$ cat src/rtl/arbitro_rr2_mux_pkg.sv
// Shared types for the two-source round-robin arbiter that owns the 2:1 mux select.
package arb_pkg;
    typedef enum logic [1:0] {
        IDLE = 2'd0,
        OWN0 = 2'd1,
        OWN1 = 2'd2
    } arb_state_t;

    localparam logic SEL_I0 = 1'b0;
    localparam logic SEL_I1 = 1'b1;
endpackage

$ cat src/rtl/arbitro_rr2_mux_if.sv
// Request/grant bundle between the two sources and the arbiter.
interface arbitro_rr2_mux_if #(parameter int CNT_W = 2);
    logic             req0;
    logic             req1;
    logic             S;
    logic             gnt0;
    logic             gnt1;
    logic             busy;
    logic [CNT_W-1:0] burst_cnt;

    modport master (output req0, req1, input S, gnt0, gnt1, busy, burst_cnt);
    modport slave  (input req0, req1, output S, gnt0, gnt1, busy, burst_cnt);
endinterface

$ cat src/rtl/arbitro_rr2_mux_contador_rafaga.sv
// Burst length counter: clear, increment, and terminal-count flag at MAX_BURST-1.
module contador_rafaga #(
    parameter int MAX_BURST = 4,
    parameter int CNT_W     = $clog2(MAX_BURST)
) (
    input  logic             clk,
    input  logic             rst_n,
    input  logic             clr,
    input  logic             inc,
    output logic [CNT_W-1:0] cnt,
    output logic             tc
);
    localparam logic [CNT_W-1:0] TERM = CNT_W'(MAX_BURST - 1);

    always_ff @(posedge clk or negedge rst_n) begin
        if (!rst_n)   cnt <= '0;
        else if (clr) cnt <= '0;
        else if (inc) cnt <= cnt + CNT_W'(1);
    end

    // The FSM releases at TERM, so the counter never needs to wrap.
    assign tc = (cnt == TERM);
endmodule

$ cat src/rtl/arbitro_rr2_mux.sv
// Round-robin arbiter with bounded bursts; grants, select and last-owner are registered.
module arbitro_rr2_mux
    import arb_pkg::*;
#(
    parameter int MAX_BURST = 4,
    parameter int CNT_W     = $clog2(MAX_BURST)
) (
    input  logic              clk,
    input  logic              rst_n,
    arbitro_rr2_mux_if.slave  bus
);
    arb_state_t       state, state_nxt;
    logic             last;
    logic             s_q, gnt0_q, gnt1_q;
    logic             clr, inc, tc;
    logic [CNT_W-1:0] cnt;

    contador_rafaga #(.MAX_BURST(MAX_BURST), .CNT_W(CNT_W)) u_cnt (
        .clk   (clk),
        .rst_n (rst_n),
        .clr   (clr),
        .inc   (inc),
        .cnt   (cnt),
        .tc    (tc)
    );

    always_comb begin
        state_nxt = state;
        clr       = 1'b0;
        inc       = 1'b0;
        case (state)
            IDLE: begin
                clr = 1'b1;
                // Tie goes to the source that did not own the path last.
                if (bus.req0 && (!bus.req1 || last)) state_nxt = OWN0;
                else if (bus.req1)                   state_nxt = OWN1;
            end
            OWN0: begin
                if (!bus.req0 || tc) begin
                    clr = 1'b1;
                    if (bus.req1)      state_nxt = OWN1;
                    else if (bus.req0) state_nxt = OWN0;
                    else               state_nxt = IDLE;
                end else begin
                    inc = 1'b1;
                end
            end
            OWN1: begin
                if (!bus.req1 || tc) begin
                    clr = 1'b1;
                    if (bus.req0)      state_nxt = OWN0;
                    else if (bus.req1) state_nxt = OWN1;
                    else               state_nxt = IDLE;
                end else begin
                    inc = 1'b1;
                end
            end
            default: begin
                clr       = 1'b1;
                state_nxt = IDLE;
            end
        endcase
    end

    always_ff @(posedge clk or negedge rst_n) begin
        if (!rst_n) begin
            state  <= IDLE;
            last   <= 1'b1;
            s_q    <= SEL_I0;
            gnt0_q <= 1'b0;
            gnt1_q <= 1'b0;
        end else begin
            state  <= state_nxt;
            gnt0_q <= (state_nxt == OWN0);
            gnt1_q <= (state_nxt == OWN1);
            // S holds through IDLE so the mux output does not move between bursts.
            if (state_nxt == OWN0) begin
                last <= 1'b0;
                s_q  <= SEL_I0;
            end else if (state_nxt == OWN1) begin
                last <= 1'b1;
                s_q  <= SEL_I1;
            end
        end
    end

    assign bus.S         = s_q;
    assign bus.gnt0      = gnt0_q;
    assign bus.gnt1      = gnt1_q;
    assign bus.busy      = gnt0_q | gnt1_q;
    assign bus.burst_cnt = cnt;
endmodule

$ cat src/flat_wrapper.sv
// flat-port wrapper written by rule: the top's interface ports become plain ports
module arbitro_rr2_mux_flat import arb_pkg::*;
#(
    parameter int MAX_BURST = 4,
    parameter int CNT_W     = $clog2(MAX_BURST)
)
  (clk, rst_n, bus_req0, bus_req1, bus_S, bus_gnt0, bus_gnt1, bus_busy, bus_burst_cnt);
  arbitro_rr2_mux_if #(.CNT_W(CNT_W)) bus_i ();
  input  logic clk;
  input  logic rst_n;
  input wire logic [$bits(bus_i.req0)-1:0] bus_req0;
  input wire logic [$bits(bus_i.req1)-1:0] bus_req1;
  output wire logic [$bits(bus_i.S)-1:0] bus_S;
  output wire logic [$bits(bus_i.gnt0)-1:0] bus_gnt0;
  output wire logic [$bits(bus_i.gnt1)-1:0] bus_gnt1;
  output wire logic [$bits(bus_i.busy)-1:0] bus_busy;
  output wire logic [$bits(bus_i.burst_cnt)-1:0] bus_burst_cnt;
  assign bus_i.req0 = bus_req0;
  assign bus_i.req1 = bus_req1;
  assign bus_S = bus_i.S;
  assign bus_gnt0 = bus_i.gnt0;
  assign bus_gnt1 = bus_i.gnt1;
  assign bus_busy = bus_i.busy;
  assign bus_burst_cnt = bus_i.burst_cnt;
  arbitro_rr2_mux #(.MAX_BURST(MAX_BURST), .CNT_W(CNT_W)) u_core (.clk(clk), .rst_n(rst_n), .bus(bus_i));
endmodule
$ cat config.mk
export PLATFORM = sky130hd
export DESIGN_NAME = arbitro_rr2_mux_flat
export DESIGN_NICKNAME = d
export VERILOG_FILES = /design/src/rtl/arbitro_rr2_mux_pkg.sv /design/src/rtl/arbitro_rr2_mux_if.sv /design/src/rtl/arbitro_rr2_mux_contador_rafaga.sv /design/src/rtl/arbitro_rr2_mux.sv /design/src/flat_wrapper.sv
export SDC_FILE = /design/constraint.sdc
export NUM_CORES = 1
export LEC_CHECK = 0
export ABC_AREA = 1
export BUFFER_PORTS_ARGS = -buffer_cell sky130_fd_sc_hd__clkbuf_2
export CAP_MARGIN = 20
export CORE_MARGIN = 8
export CORE_UTILIZATION = 45
export DETAILED_ROUTE_END_ITERATION = 6
export PLACE_DENSITY = 0.66
export SETUP_SLACK_MARGIN = 0.05
export SYNTH_ARGS = -nofsm -noshare
export SYNTH_HDL_FRONTEND = slang
export SYNTH_HIERARCHICAL = 1
export SYNTH_SLANG_ARGS = --single-unit
export TNS_END_PERCENT = 100
$ cat constraint.sdc
create_clock -name clk -period 1.85 [get_ports clk]
set_input_delay 0.37 -clock clk [delete_from_list [all_inputs] [get_ports clk]]
set_output_delay 0.37 -clock clk [all_outputs]
set_load 0.005 [all_outputs]
# Yosys cells after proc, flatten, opt, wreduce, memory -nomap -nowiden
# Cells that the tools add are included.
# op_classes
addsub	1
eq_ne	5
muxes	19
bitwise	1
n_reduce_logical	9
# op_table
operator	count
$mux 2	9
$mux 1	7
$eq 2x2->1 const B	3
$pmux 2 s3	1
$eq 2x1->1 const B	2
$pmux 1 s2	2
$reduce_bool 2->1	2
$logic_or 1x1->1	3
$add 2x1->2 const B	1
$logic_not 1->1	2
$logic_not 2->1	1
$logic_and 1x1->1	1
$or 1x1->1	1
# word_totals
ff_bits	8
inputBits	4
out_inout_bits	6
wordCells	41

# Depth between registers and ports, before layout
# Gate-level depths: netlist of run 1.
# depth
word_depth	8
depth_mapped	12
ltp_nobuf	12

# By module
# The synthesis of run 1 kept the hierarchy.
# by_module_without_submodules
mod	instances	cells_per_inst	area_each_um2	seq_area_each_um2
arbitro_rr2_mux	1	63	493.0	151.4
contador_rafaga	1	12	97.6	50.0

# Worst setup path before layout of run 1
# Ideal clock, no wire load.
# synth_timing
kind	flip-flop to flip-flop
startpoint	register u_core.u_cnt.cnt[0]
endpoint	register u_core.s_q, in the netlist u_core/bus.S
setup_time_ns	0.065
t_arrival_ns	1.658
t_required_ns	1.785
slack_ns	0.127
stages_incl_launch_ff	13
path_buffers	0
period_less_slack_ns	1.723
cell_sequence	dfrtp_1 ha_1 inv_2 nand2_2 nand2_1 nand2_1 nand2_1 nand3_2 nand2_2 inv_2 ha_1 or2_1 nand2_1
# synth_via
elab_chain_cells	6
elab_cells_between_ends	10
cone_classes	eq/ne: 3; mux: 4; reduce/logical: 3
# synth_rtl
item	line_no	rtl
from (decl)	arbitro_rr2_mux_contador_rafaga.sv:10	output logic [CNT_W-1:0] cnt,
from (signal assigned)	arbitro_rr2_mux_contador_rafaga.sv:18	else if (inc) cnt <= cnt + CNT_W'(1);
$eq 2x2->1 (*)	arbitro_rr2_mux_contador_rafaga.sv:22	assign tc = (cnt == TERM);
net u_core.tc	arbitro_rr2_mux.sv:15	logic clr, inc, tc;
$logic_or 1x1->1, on equally long branches	arbitro_rr2_mux.sv:49, arbitro_rr2_mux.sv:39	
$mux 2, on equally long branches	arbitro_rr2_mux.sv:49, arbitro_rr2_mux.sv:39	
$pmux 2 s3 (*)	arbitro_rr2_mux.sv:31	case (state)
net u_core.state_nxt[1]	arbitro_rr2_mux.sv:12	arb_state_t state, state_nxt;
$eq 2x1->1 or $eq 2x2->1 (tied branches)	arbitro_rr2_mux.sv:77, arbitro_rr2_mux.sv:80	
$mux 1 or $reduce_bool 2->1 (tied branches)	-	
to (signal assigned)	arbitro_rr2_mux.sv:69	s_q <= SEL_I0;
to (signal assigned)	arbitro_rr2_mux.sv:79	s_q <= SEL_I0;
to (signal assigned)	arbitro_rr2_mux.sv:82	s_q <= SEL_I1;
to (decl)	arbitro_rr2_mux.sv:14	logic s_q, gnt0_q, gnt1_q;
# Mark *: on every way through the listed nets, which the timed path passes. The rest lies on a longest branch.
# A chain may end at the register's enable or synchronous reset.

# Worst setup path in the final report of run 1
# layout_timing
startpoint	register u_core.state[0]
endpoint	register u_core.last
# layout_via
elab_cells_between_ends	12
cone_classes	eq/ne: 4; mux: 6; reduce/logical: 2
# layout_lines
item	line_no	rtl
from (decl)	arbitro_rr2_mux.sv:12	
from (signal assigned)	arbitro_rr2_mux.sv:73	state <= state_nxt;
$eq 2x2->1 (tied with other cells)	arbitro_rr2_mux.sv:31	
$pmux 2 s3 (*)	arbitro_rr2_mux.sv:31	
net u_core.state_nxt[1]	arbitro_rr2_mux.sv:12	
$eq 2x1->1 or $eq 2x2->1 (tied branches)	arbitro_rr2_mux.sv:77, arbitro_rr2_mux.sv:80	
$mux 1 or $reduce_bool 2->1 (tied branches)	-	
to (signal assigned)	arbitro_rr2_mux.sv:68	last <= 1'b1;
to (signal assigned)	arbitro_rr2_mux.sv:78	last <= 1'b0;
to (signal assigned)	arbitro_rr2_mux.sv:81	last <= 1'b1;
to (decl)	arbitro_rr2_mux.sv:13	logic last;
# Marks and branches as above.

==> results of run 1 <==
## what timing repair did
action / 4_1_cts / 5_1_grt
setup buffers: 1 / 3
gates resized for setup: 1 / 9
endpoints found under the setup margin: 2 / 2
hold buffers: 1 / 0
pin swaps: 0 / 1
hold endpoints to repair: 7 / 0
## kinds of logic after synthesis
kind of cell,Yosys count
and+or+nand+nor,47
DFF,8
adders and majority gates,8
buffers and inverters,10
AOI/OAI and AO/OA,2
## routing by layer
| metal | up-vias | routed length [µm] |
|---|---|---|
| met3 | 2 | 43 |
| met5 | - | 0 |
| met1 | 244 | 509 |
| met4 | 0 | 12 |
| li1 | 275 | - |
| met2 | 7 | 591 |
## where the power goes
part	switching, mW	internal [mW]	leakage (nW)
Clock	0.0543	0.0822	0.0150
Sequential	0.0533	0.255	0.100
Combinational	0.339	0.323	0.315
## per-stage QoR
stage	hold slack (ns)	power, mW	cell area (µm²)	std cells	setup WS [ns]
floorplan	0.0744	0.695	591	75	0.127
global placement	0.217	0.860	669	101	0.0730
detailed placement	0.221	0.878	669	101	0.0419
CTS	0.470	1.02	716	107	0.0771
global route	0.497	1.25	779	110	0.0527
finish	0.473	1.11	779	110	0.189
## cells in the final DEF, fill, tap and decap left out
master         netlist  layout
dfstp_2              1       1
o21ai_1              1       1
inv_1                4       2
inv_6                0       1
bufinv_8             1       1
inv_2                4       5
or2_1                2       2
clkbuf_2             0       9
ha_4                 0       3
nand2_1             25      25
nand4_1              1       1
dlygate4sd3_1        0       1
nand3_2              2       2
nand2_2              6       6
buf_4                1       7
nor2_1               3       3
dfrtp_1              7       6
clkbuf_1             0       1
a21boi_1             1       1
dfrtp_2              0       1
nand3_1              8       8
clkbuf_4             0       3
ha_1                 8       5
## sequential cells by signal, summed over array words and instances (netlist names)
signal	count
u_core/bus.gnt1	1
u_core/bus.gnt0	1
u_core/state	2
u_core/u_cnt/cnt	2
u_core/bus.S	1
u_core/last	1
## path summary, 6_finish.rpt
path	slack, ns	cells past startpoint	end
setup / recovery	0.19	9	u_core/last$_DFFE_PN1P_
hold / removal	0.47	2	u_core/last$_DFFE_PN1P_
setup reg to reg	0.19	9	u_core/last$_DFFE_PN1P_
hold reg to reg	0.47	2	u_core/last$_DFFE_PN1P_
max in group asynchronous	1.10	2	u_core/last$_DFFE_PN1P_
min in group asynchronous	0.50	2	u_core/bus.gnt1$_DFF_PN0_
## worst max-delay path, cell delays in order, from the launching register on
cell and delay [ns]:
dfrtp_1 0.40, buf_4 0.16, ha_1 0.24, nand2_1 0.09
nand3_2 0.07, nand2_2 0.08, inv_2 0.05, ha_4 0.21
or2_1 0.24, nand2_1 0.06
## final cells by class
| class | count | area (µm²) | area share, % |
|---|---|---|---|
| multi-input cells | 57 | 372 | 47.7 |
| flip-flops and latches | 8 | 203 | 26.0 |
| repair buffers | 17 | 108 | 13.8 |
| inverters | 9 | 52.6 | 6.74 |
| clock buffers | 4 | 26.3 | 3.37 |
| well taps | 15 | 18.8 | 2.41 |
==> results.txt, run 1 <==
Status: finished, final reports clean
Tmin final: 1.66 ns
Synth Warn #: 6
Final hold viol count: 0
Leakage: 0.430 nW
Syn Nets: 87
Synth async-reset ratio: 100%
Simple-Gate Fraction of Synth Area: 37.5%
Max Fclk: 0.602 GHz
Unrepaired setup endpoints after global routing: false
Mapped Cells: 75
Origin of the worst setup path: u_core/state[0]$_DFF_PN0_
Xor-xnor portion of the synthesized cell area: 0%
Adder-Cell Fraction of Synth Area: 16.9%
Crit Path Class: flip-flop to flip-flop
Min-Delay Startpoint: u_core/last$_DFFE_PN1P_
Top FF cell, synth: dfrtp_1
CP startpoint kind: flip-flop
Main combinational cell family by area after synthesis: simple AND/OR/NAND/NOR gates
Final setup TNS: 0 ns
Routed wire per std cell: 10.5 µm
Initial DRC Count: 1
PortBufs: 9
# DRC: 0
Largest net degree at the start of global routing: 10
Initial antenna violation count: 0
Met2 Track Usage GR: 16.2%
GR peak layer: met2
Slew Limit Fails: 0
Largest buffer count on any clock path: 2
Max-cap violations: 0
Die Y: 52.2 µm
Register area share after synthesis: 34.1%
Final Skew: 0.00684 ns
Filler cells: 117
Final ANT Viol Nets: 0
Drt total wl: 1160 µm
Number of synthesized flops with an enable pin: 0
Vias: 528
Post-layout util: 61.4%
IO Count: 10
Synth unique cells: 16
Final-stage net count: 108
Global-route usage over all layers: 9.37%
N_diodes: 0
Worst VDD drop: 774 µV
Row count: 13
CTS Root Cell: clkbuf_4
Synth Register Bits: 8
Final HPWL DP: 904 µm
Global route total overflow: 0
Count leader, synth: nand2_1
Compound-Gate Fraction of Synth Area: 2.12%
TritonRoute pass-1 iters: 4
Global routing usage on met3: 2.27%
Top post-synthesis cells by count: nand2_1, ha_1, nand3_1
Top-area cell type share of the netlist area: 29.7%
Htree depth: 1
First-pass GRT wire length: 1990 µm
Layout cells sized above 1: 41.1%
GRT met1 Usage: 9.87%
Syn Area/Cell: 7.87 µm²
Data arrival time of the worst path: 1.85 ns
Final worst-path cycle share: 89.8%
WP data required: 2.04 ns
Chip width: 52.2 µm
Synth area leaders: dfrtp_1, ha_1, nand2_1, nand3_1, nand2_2
TritonCTS Buffers: 3
Starting density of the core: 46.5%
Final setup violation count: 0
Clock latency on the worst-skew pair: 0.25 ns
Mux cell area share after synthesis: 0%
Clock Pin Slew Worst Setup and Hold Paths: 0.06 ns
CP endpoint kind: flip-flop
HP Class: flip-flop to flip-flop
Layout area overhead: 32.0%
Full die area: 2730 µm²
Worst-path maximum fanout: 4
Least-Margin Pin Slew: 0.302 ns
Syn Std Cell Area: 591 µm²
GPL Wtd Cong: 0.766
Core box area: 1270 µm²
Via-to-Cell Ratio: 4.80
TritonCTS clock tree: yes
R2R Path Start: u_core/state[0]$_DFF_PN0_
Vias in the first global route: 514
Synth area leader: dfrtp_1
Clock sink count: 8
Slew HR: 79.8%
Power per standard cell area: 1420 nW/µm²
Power figures use the tool's default switching activity.
==> run 2: changes to the inputs <==
BUFFER_PORTS_ARGS = not set   (was -buffer_cell sky130_fd_sc_hd__clkbuf_2)
DONT_BUFFER_PORTS = 1   (was not set)
PLACE_DENSITY = not set   (was 0.66)
==> run 2 against run 1 <==
  * Combinational power down 9.2%
  * Clock power up 4%
  * Clock skew barely moved
  * Hold slack worse by 0.011 ns
  * Critical path type unchanged
==> results.txt, run 2 (synthesized netlist as in run 1, its figures left out) <==
Status: finished, final reports clean
Hold Slack: 0.462 ns (-0.0115 ns)
Met2 Wirelength: 537 µm (-9.1%)
Vias: 473 (-10%)
GPL Wtd Cong: 0.817 (+6.6%)
Starting density of the core: 46.5% (unchanged)
CP max stage delay: 0.44 ns (+0.04 ns)
Routed wire per std cell: 11.2 µm (+6.1%)
Layout cells sized above 1: 33.3% (-7.7 points)
Htree depth: 1 (unchanged)
Clock Pin Slew Worst Setup and Hold Paths: 0.06 ns (about the same)
Global-route usage over all layers: 8.91% (-0.45 points)
TritonCTS Buffers: 3 (unchanged)
Slowest cell on the critical path: dfrtp_2
Drt total wl: 1100 µm (-4.5%)
Metal-1 WL: 477 µm (-6.3%)
Unrepaired setup endpoints after global routing: true
Final Non-Filler Cells: 99 (-10%)
Slew HR: 75.9% (-3.9 points)
# DRC: 0 (unchanged)
Clock latency on the worst-skew pair: 0.25 ns (about the same)
Layout area overhead: 18.9%
Register area: 203 µm² (unchanged)
Row count: 13 (unchanged)
WP data required: 2.04 ns (about the same)
Core box area: 1270 µm² (unchanged)
Least-Margin Pin Slew: 0.360 ns (+0.0581 ns)
Final hold viol count: 0 (unchanged)
Top Layer Used: met4
Largest net degree at the start of global routing: 10 (unchanged)
Comb pwr share: 57.2% (-2.6 points)
CP startpoint kind: flip-flop
Data arrival time of the worst path: 1.87 ns (+0.02 ns)
TritonRoute pass-1 iters: 4 (unchanged)
PortBufs: 0 (-9)
Tmin final: 1.69 ns (+0.0239 ns)
Share of power burned in registers: 29.4% (+1.5 points)
Initial DRC Count: 6 (+5)
Placement Setup Slack: 0.0584 ns (+0.0165 ns)
Filler cells: 124 (+6.0%)
Initial antenna violation count: 0 (unchanged)
NetSw: 424 µW (-5.0%)
CTS Root Cell: clkbuf_4
Clock sink count: 8 (unchanged)
CP endpoint kind: flip-flop
Worst VDD drop: 796 µV (+2.9%)
TritonCTS clock tree: yes
Most frequent cells in the layout: nand2_1, nand3_1, nand2_2
Die Y: 52.2 µm (unchanged)
Max-cap violations: 0 (unchanged)
Final Skew: 0.00693 ns (+0.0000918 ns)
Chip width: 52.2 µm (unchanged)
Final worst-path cycle share: 91.1% (+1.3 points)
Most common cell after layout, fill and taps aside: nand2_1
Largest buffer count on any clock path: 2 (unchanged)
Max Fclk: 0.593 GHz (-1.4%)
Sw Share: 40.3% (about the same)
Final ANT Viol Nets: 0 (unchanged)
First-pass GRT wire length: 1930 µm (-3.1%)
Critical Path, Cell by Cell: inv_1 -> ha_1 -> nand4_1 -> nand3_2 -> nand2_2 -> inv_2 -> ha_4 -> or2_4 -> nand2_1
Full die area: 2730 µm² (unchanged)
Footprint of the multi-input gates: 357 µm² (-4.0%)
Leakage: 0.380 nW (-12%)
N_diodes: 0 (unchanged)
Slew Limit Fails: 0 (unchanged)
Clock power share: 13.4% (+1.1 points)
Final setup violation count: 0 (unchanged)
Final worst slack: 0.165 ns (-0.0239 ns)
Int Pwr: 628 µW (-4.9%)
Worst-path maximum fanout: 5 (+1)
HP Class: input port to asynchronous set/reset pin
Placed Cells: 92 (-8.9%)
Final HPWL DP: 877 µm (-3.0%)
Met3 wire length: 75 µm (+74%)
Power per standard cell area: 1500 nW/µm² (+5.5%)
Final setup TNS: 0 ns (unchanged)
Via-to-Cell Ratio: 4.78 (-0.46%)
Biggest regs: u_core/state x2, u_core/u_cnt/cnt x2
Final-stage net count: 97 (-10%)
IO Count: 10 (unchanged)
Global route total overflow: 0 (unchanged)
Vias in the first global route: 475 (-7.6%)
Crit Path Class: flip-flop to flip-flop
==> run 2: cell types whose count changed in the layout (fill, tap and decap cells not counted) <==
cell      delta
ha_2         +2
nand2_2      +1
ha_4         -2
inv_6        -1
or2_4        +1
clkbuf_2     -9
buf_4        -2
inv_2        -2
inv_4        +1
nand2_1      -1
or2_1        -1
inv_1        +2
==> run 2: worst paths after layout <==
| kind | from | endpoint | slack [ns] | cells past startpoint |
|---|---|---|---|---|
| setup / recovery | u_core/state[1]$_DFF_PN0_ | u_core/bus.S$_DFFE_PN0P_ | 0.16 | 9 |
| hold / removal | rst_n | u_core/bus.gnt1$_DFF_PN0_ | 0.46 | 1 |
| setup reg to reg | u_core/state[1]$_DFF_PN0_ | u_core/bus.S$_DFFE_PN0P_ | 0.16 | 9 |
| hold reg to reg | u_core/last$_DFFE_PN1P_ | u_core/last$_DFFE_PN1P_ | 0.48 | 2 |
| max in group asynchronous | rst_n | u_core/last$_DFFE_PN1P_ | 1.08 | 1 |
| min in group clk | bus_req0 | u_core/u_cnt/cnt[0]$_DFFE_PN0P_ | 0.46 | 4 |
==> run 2: through the flow <==
stage	area (µm²)	util (%)	power, mW
after global routing	702	55.3	1.19
after detailed placement	624	49.2	0.812
final	702	55.3	1.05
after floorplan	591	-	0.695
after CTS	668	52.7	0.967
after global placement	624	49.2	0.802
==> run 2: timing repair <==
| item | 4_1_cts | 5_1_grt |
|---|---|---|
| endpoints found under the setup margin | 2 | 2 |
| buffers inserted | 1 | 1 |
| hold endpoints to repair | 8 | 0 |
| gates resized for setup | 0 | 7 |
| pin swaps | 0 | 3 |
| hold buffers | 1 | 0 |
==> run 2: layout make-up <==
cell class | count | share of cell area (%)
multi-input cells | 57 | 50.8
flip-flops and latches | 8 | 28.9
inverters | 9 | 7.13
repair buffers | 6 | 6.77
clock buffers | 4 | 3.74
well taps | 15 | 2.67
==> run 2: critical path, delay by kind of cell, from the launching register on <==
kind / cells / cell delay [ns]
adders and majority gates: 2 / 0.38
DFF: 1 / 0.44
and+or+nand+nor: 5 / 0.61
buffers and inverters: 2 / 0.18
==> run 2: per-layer routing <==
| layer | vias to the layer above | global-route usage [%] |
|---|---|---|
| li1 | 251 | - |
| met1 | 211 | 10.4 |
| met2 | 9 | 14.2 |
| met3 | 2 | 2.84 |
| met4 | 0 | 4.74 |
| met5 | - | 0 |
==> run 2: power groups by stage <==
| stage | Sequential [mW] | Clock, mW | Combinational [mW] |
|---|---|---|---|
| after CTS | 0.308 | 0.149 | 0.511 |
| after global routing | 0.319 | 0.160 | 0.708 |
| final | 0.309 | 0.141 | 0.601 |
| after floorplan | 0.303 | 0 | 0.391 |
| after global placement | 0.309 | 0 | 0.493 |
| after detailed placement | 0.309 | 0 | 0.503 |
==> run 3: changes to the inputs <==
CTS_BUF_LIST = sky130_fd_sc_hd__clkbuf_4 sky130_fd_sc_hd__clkbuf_8   (was not set)
==> run 3 against run 2 <==
  * Hold slack improved by 0.0018 ns
  * Clock skew grew 0.0056 ns
  * Total power rose by 1.2%
  * Clock power rose by 9%
  * Utilization increased by 0.30 points
  * Sequential power about the same
  * Maximum frequency is 0.29% lower
  * Via count is 0.21% lower
  * Sequential share of layout area is 0.15 points lower
  * Final area increased by 0.53%
  * Clock-buffer cell count is the same
==> results.txt, run 3 (synthesized netlist as in run 1, its figures left out) <==
Status: finished, final reports clean
R2R depth: 9 (unchanged)
Vias in the first global route: 476 (+0.21%)
CTS Root Cell: clkbuf_4
Tmin final: 1.69 ns (+0.00485 ns)
Power per standard cell area: 1510 nW/µm² (+0.68%)
Slew Limit Fails: 0 (unchanged)
WP data required: 2.03 ns (about the same)
Clock sink count: 8 (unchanged)
Placed Cells: 92 (unchanged)
Crit Path Class: flip-flop to flip-flop
Row count: 13 (unchanged)
Leakage: 0.383 nW (+0.75%)
Worst-path maximum fanout: 4 (-1)
Via-to-Cell Ratio: 4.77 (-0.21%)
Vias: 472 (-0.21%)
Final setup violation count: 0 (unchanged)
Worst VDD drop: 702 µV (-12%)
Starting density of the core: 46.5% (unchanged)
CP startpoint kind: flip-flop
Initial antenna violation count: 0 (unchanged)
Max-cap violations: 0 (unchanged)
Drt total wl: 1120 µm (+1.5%)
Clock latency on the worst-skew pair: 0.25 ns (about the same)
Final hold viol count: 0 (unchanged)
Post-layout util: 55.6% (+0.30 points)
Most frequent cells in the layout: nand2_1, nand3_1, nand2_2
IO Count: 10 (unchanged)
Routed wire per std cell: 11.3 µm (+1.5%)
TritonCTS clock tree: yes
First-pass GRT wire length: 1950 µm (+1.0%)
Layout cells sized above 1: 35.7% (+2.4 points)
Max Fclk: 0.592 GHz (-0.29%)
Unrepaired setup endpoints after global routing: true
Core box area: 1270 µm² (unchanged)
Biggest regs: u_core/state x2, u_core/u_cnt/cnt x2
Final worst-path cycle share: 91.3% (+0.26 points)
Initial DRC Count: 6 (unchanged)
Final Non-Filler Cells: 99 (unchanged)
HP Class: input port to asynchronous set/reset pin
Clock Pin Slew Worst Setup and Hold Paths: 0.06 ns (about the same)
Most common cell after layout, fill and taps aside: nand2_1
Global-route usage over all layers: 9.31% (+0.40 points)
Layout area overhead: 19.5%
N_diodes: 0 (unchanged)
Final ANT Viol Nets: 0 (unchanged)
TritonRoute pass-1 iters: 3 (-1)
Final-stage net count: 97 (unchanged)
Final worst slack: 0.160 ns (-0.00485 ns)
TritonCTS Buffers: 3 (unchanged)
Final Skew: 0.0126 ns (+0.00562 ns)
# DRC: 0 (unchanged)
Least-Margin Pin Slew: 0.370 ns (+0.00929 ns)
Data arrival time of the worst path: 1.87 ns (about the same)
Global route total overflow: 0 (unchanged)
Largest buffer count on any clock path: 2 (unchanged)
PortBufs: 0 (unchanged)
Slew HR: 75.3% (-0.62 points)
Final HPWL DP: 877 µm (unchanged)
GPL Wtd Cong: 0.817 (unchanged)
CP endpoint kind: flip-flop
Design area: 706 µm² (+0.53%)
Full die area: 2730 µm² (unchanged)
Placement Setup Slack: 0.0584 ns (unchanged)
Chip width: 52.2 µm (unchanged)
Final setup TNS: 0 ns (unchanged)
Largest net degree at the start of global routing: 10 (unchanged)
Area after DPL: 624 µm² (unchanged)
Die Y: 52.2 µm (unchanged)
Htree depth: 1 (unchanged)
## run 3: cell counts in the layout (fill, tap and decap cells not counted)
Identical to the previous run, type by type.
## run 3: worst max-delay path, stage by stage, from the launching register on
cell and delay (ns):
dfrtp_1 0.40, buf_4 0.16, ha_1 0.23, nand2_1 0.09, nand3_2 0.07, nand2_2 0.10, inv_2 0.06, ha_4 0.21
or2_4 0.25, nand2_1 0.05
## run 3: final cells by class
cell class,count,area (µm²)
clock buffers,4,30.0
fillers,125,563
flip-flops and latches,8,203
multi-input cells,57,357
inverters,9,50.0
repair buffers,6,47.5
well taps,15,18.8
## run 3: stage by stage
stage	hold WS, ns	total power [mW]
6_report	0.463	1.06
5_1_grt	0.490	1.20
4_1_cts	0.455	0.980
3_5_place_dp	0.0746	0.812
3_3_place_gp	0.0746	0.802
2_1_floorplan	0.0744	0.695
## run 3: path summary, 6_finish.rpt
check,startpoint,to,slack (ns)
max in group asynchronous,rst_n,u_core/last$_DFFE_PN1P_,1.06
worst min-delay path,rst_n,u_core/bus.gnt1$_DFF_PN0_,0.46
worst max-delay path,u_core/state[0]$_DFF_PN0_,u_core/bus.S$_DFFE_PN0P_,0.16
worst min register to register,u_core/last$_DFFE_PN1P_,u_core/last$_DFFE_PN1P_,0.48
min in group clk,bus_req0,u_core/u_cnt/cnt[0]$_DFFE_PN0P_,0.47
worst max register to register,u_core/state[0]$_DFF_PN0_,u_core/bus.S$_DFFE_PN0P_,0.16
## run 3: metal layers
metal | global-route usage [%] | part of all wire, % | up-vias
met1 | 10.5 | 44 | 211
met2 | 14.2 | 49 | 7
met3 | 2.84 | 6.2 | 2
met4 | 7.33 | 1.1 | 0
met5 | 0 | 0 | -
li1 | - | - | 252
## run 3: where the power goes
| group | switching [mW] | internal, mW |
|---|---|---|
| combinational | 0.310 | 0.290 |
| sequential | 0.0557 | 0.255 |
| clock | 0.0565 | 0.0969 |
| total | 0.422 | 0.642 |
## run 3: what timing repair did
action / CTS / global route
buffers inserted: 1 / 1
gates resized for setup: 0 / 8
hold buffers: 1 / 0
endpoints found under the setup margin: 2 / 2
pin swaps: 0 / 3
endpoints found under the hold margin: 8 / 0
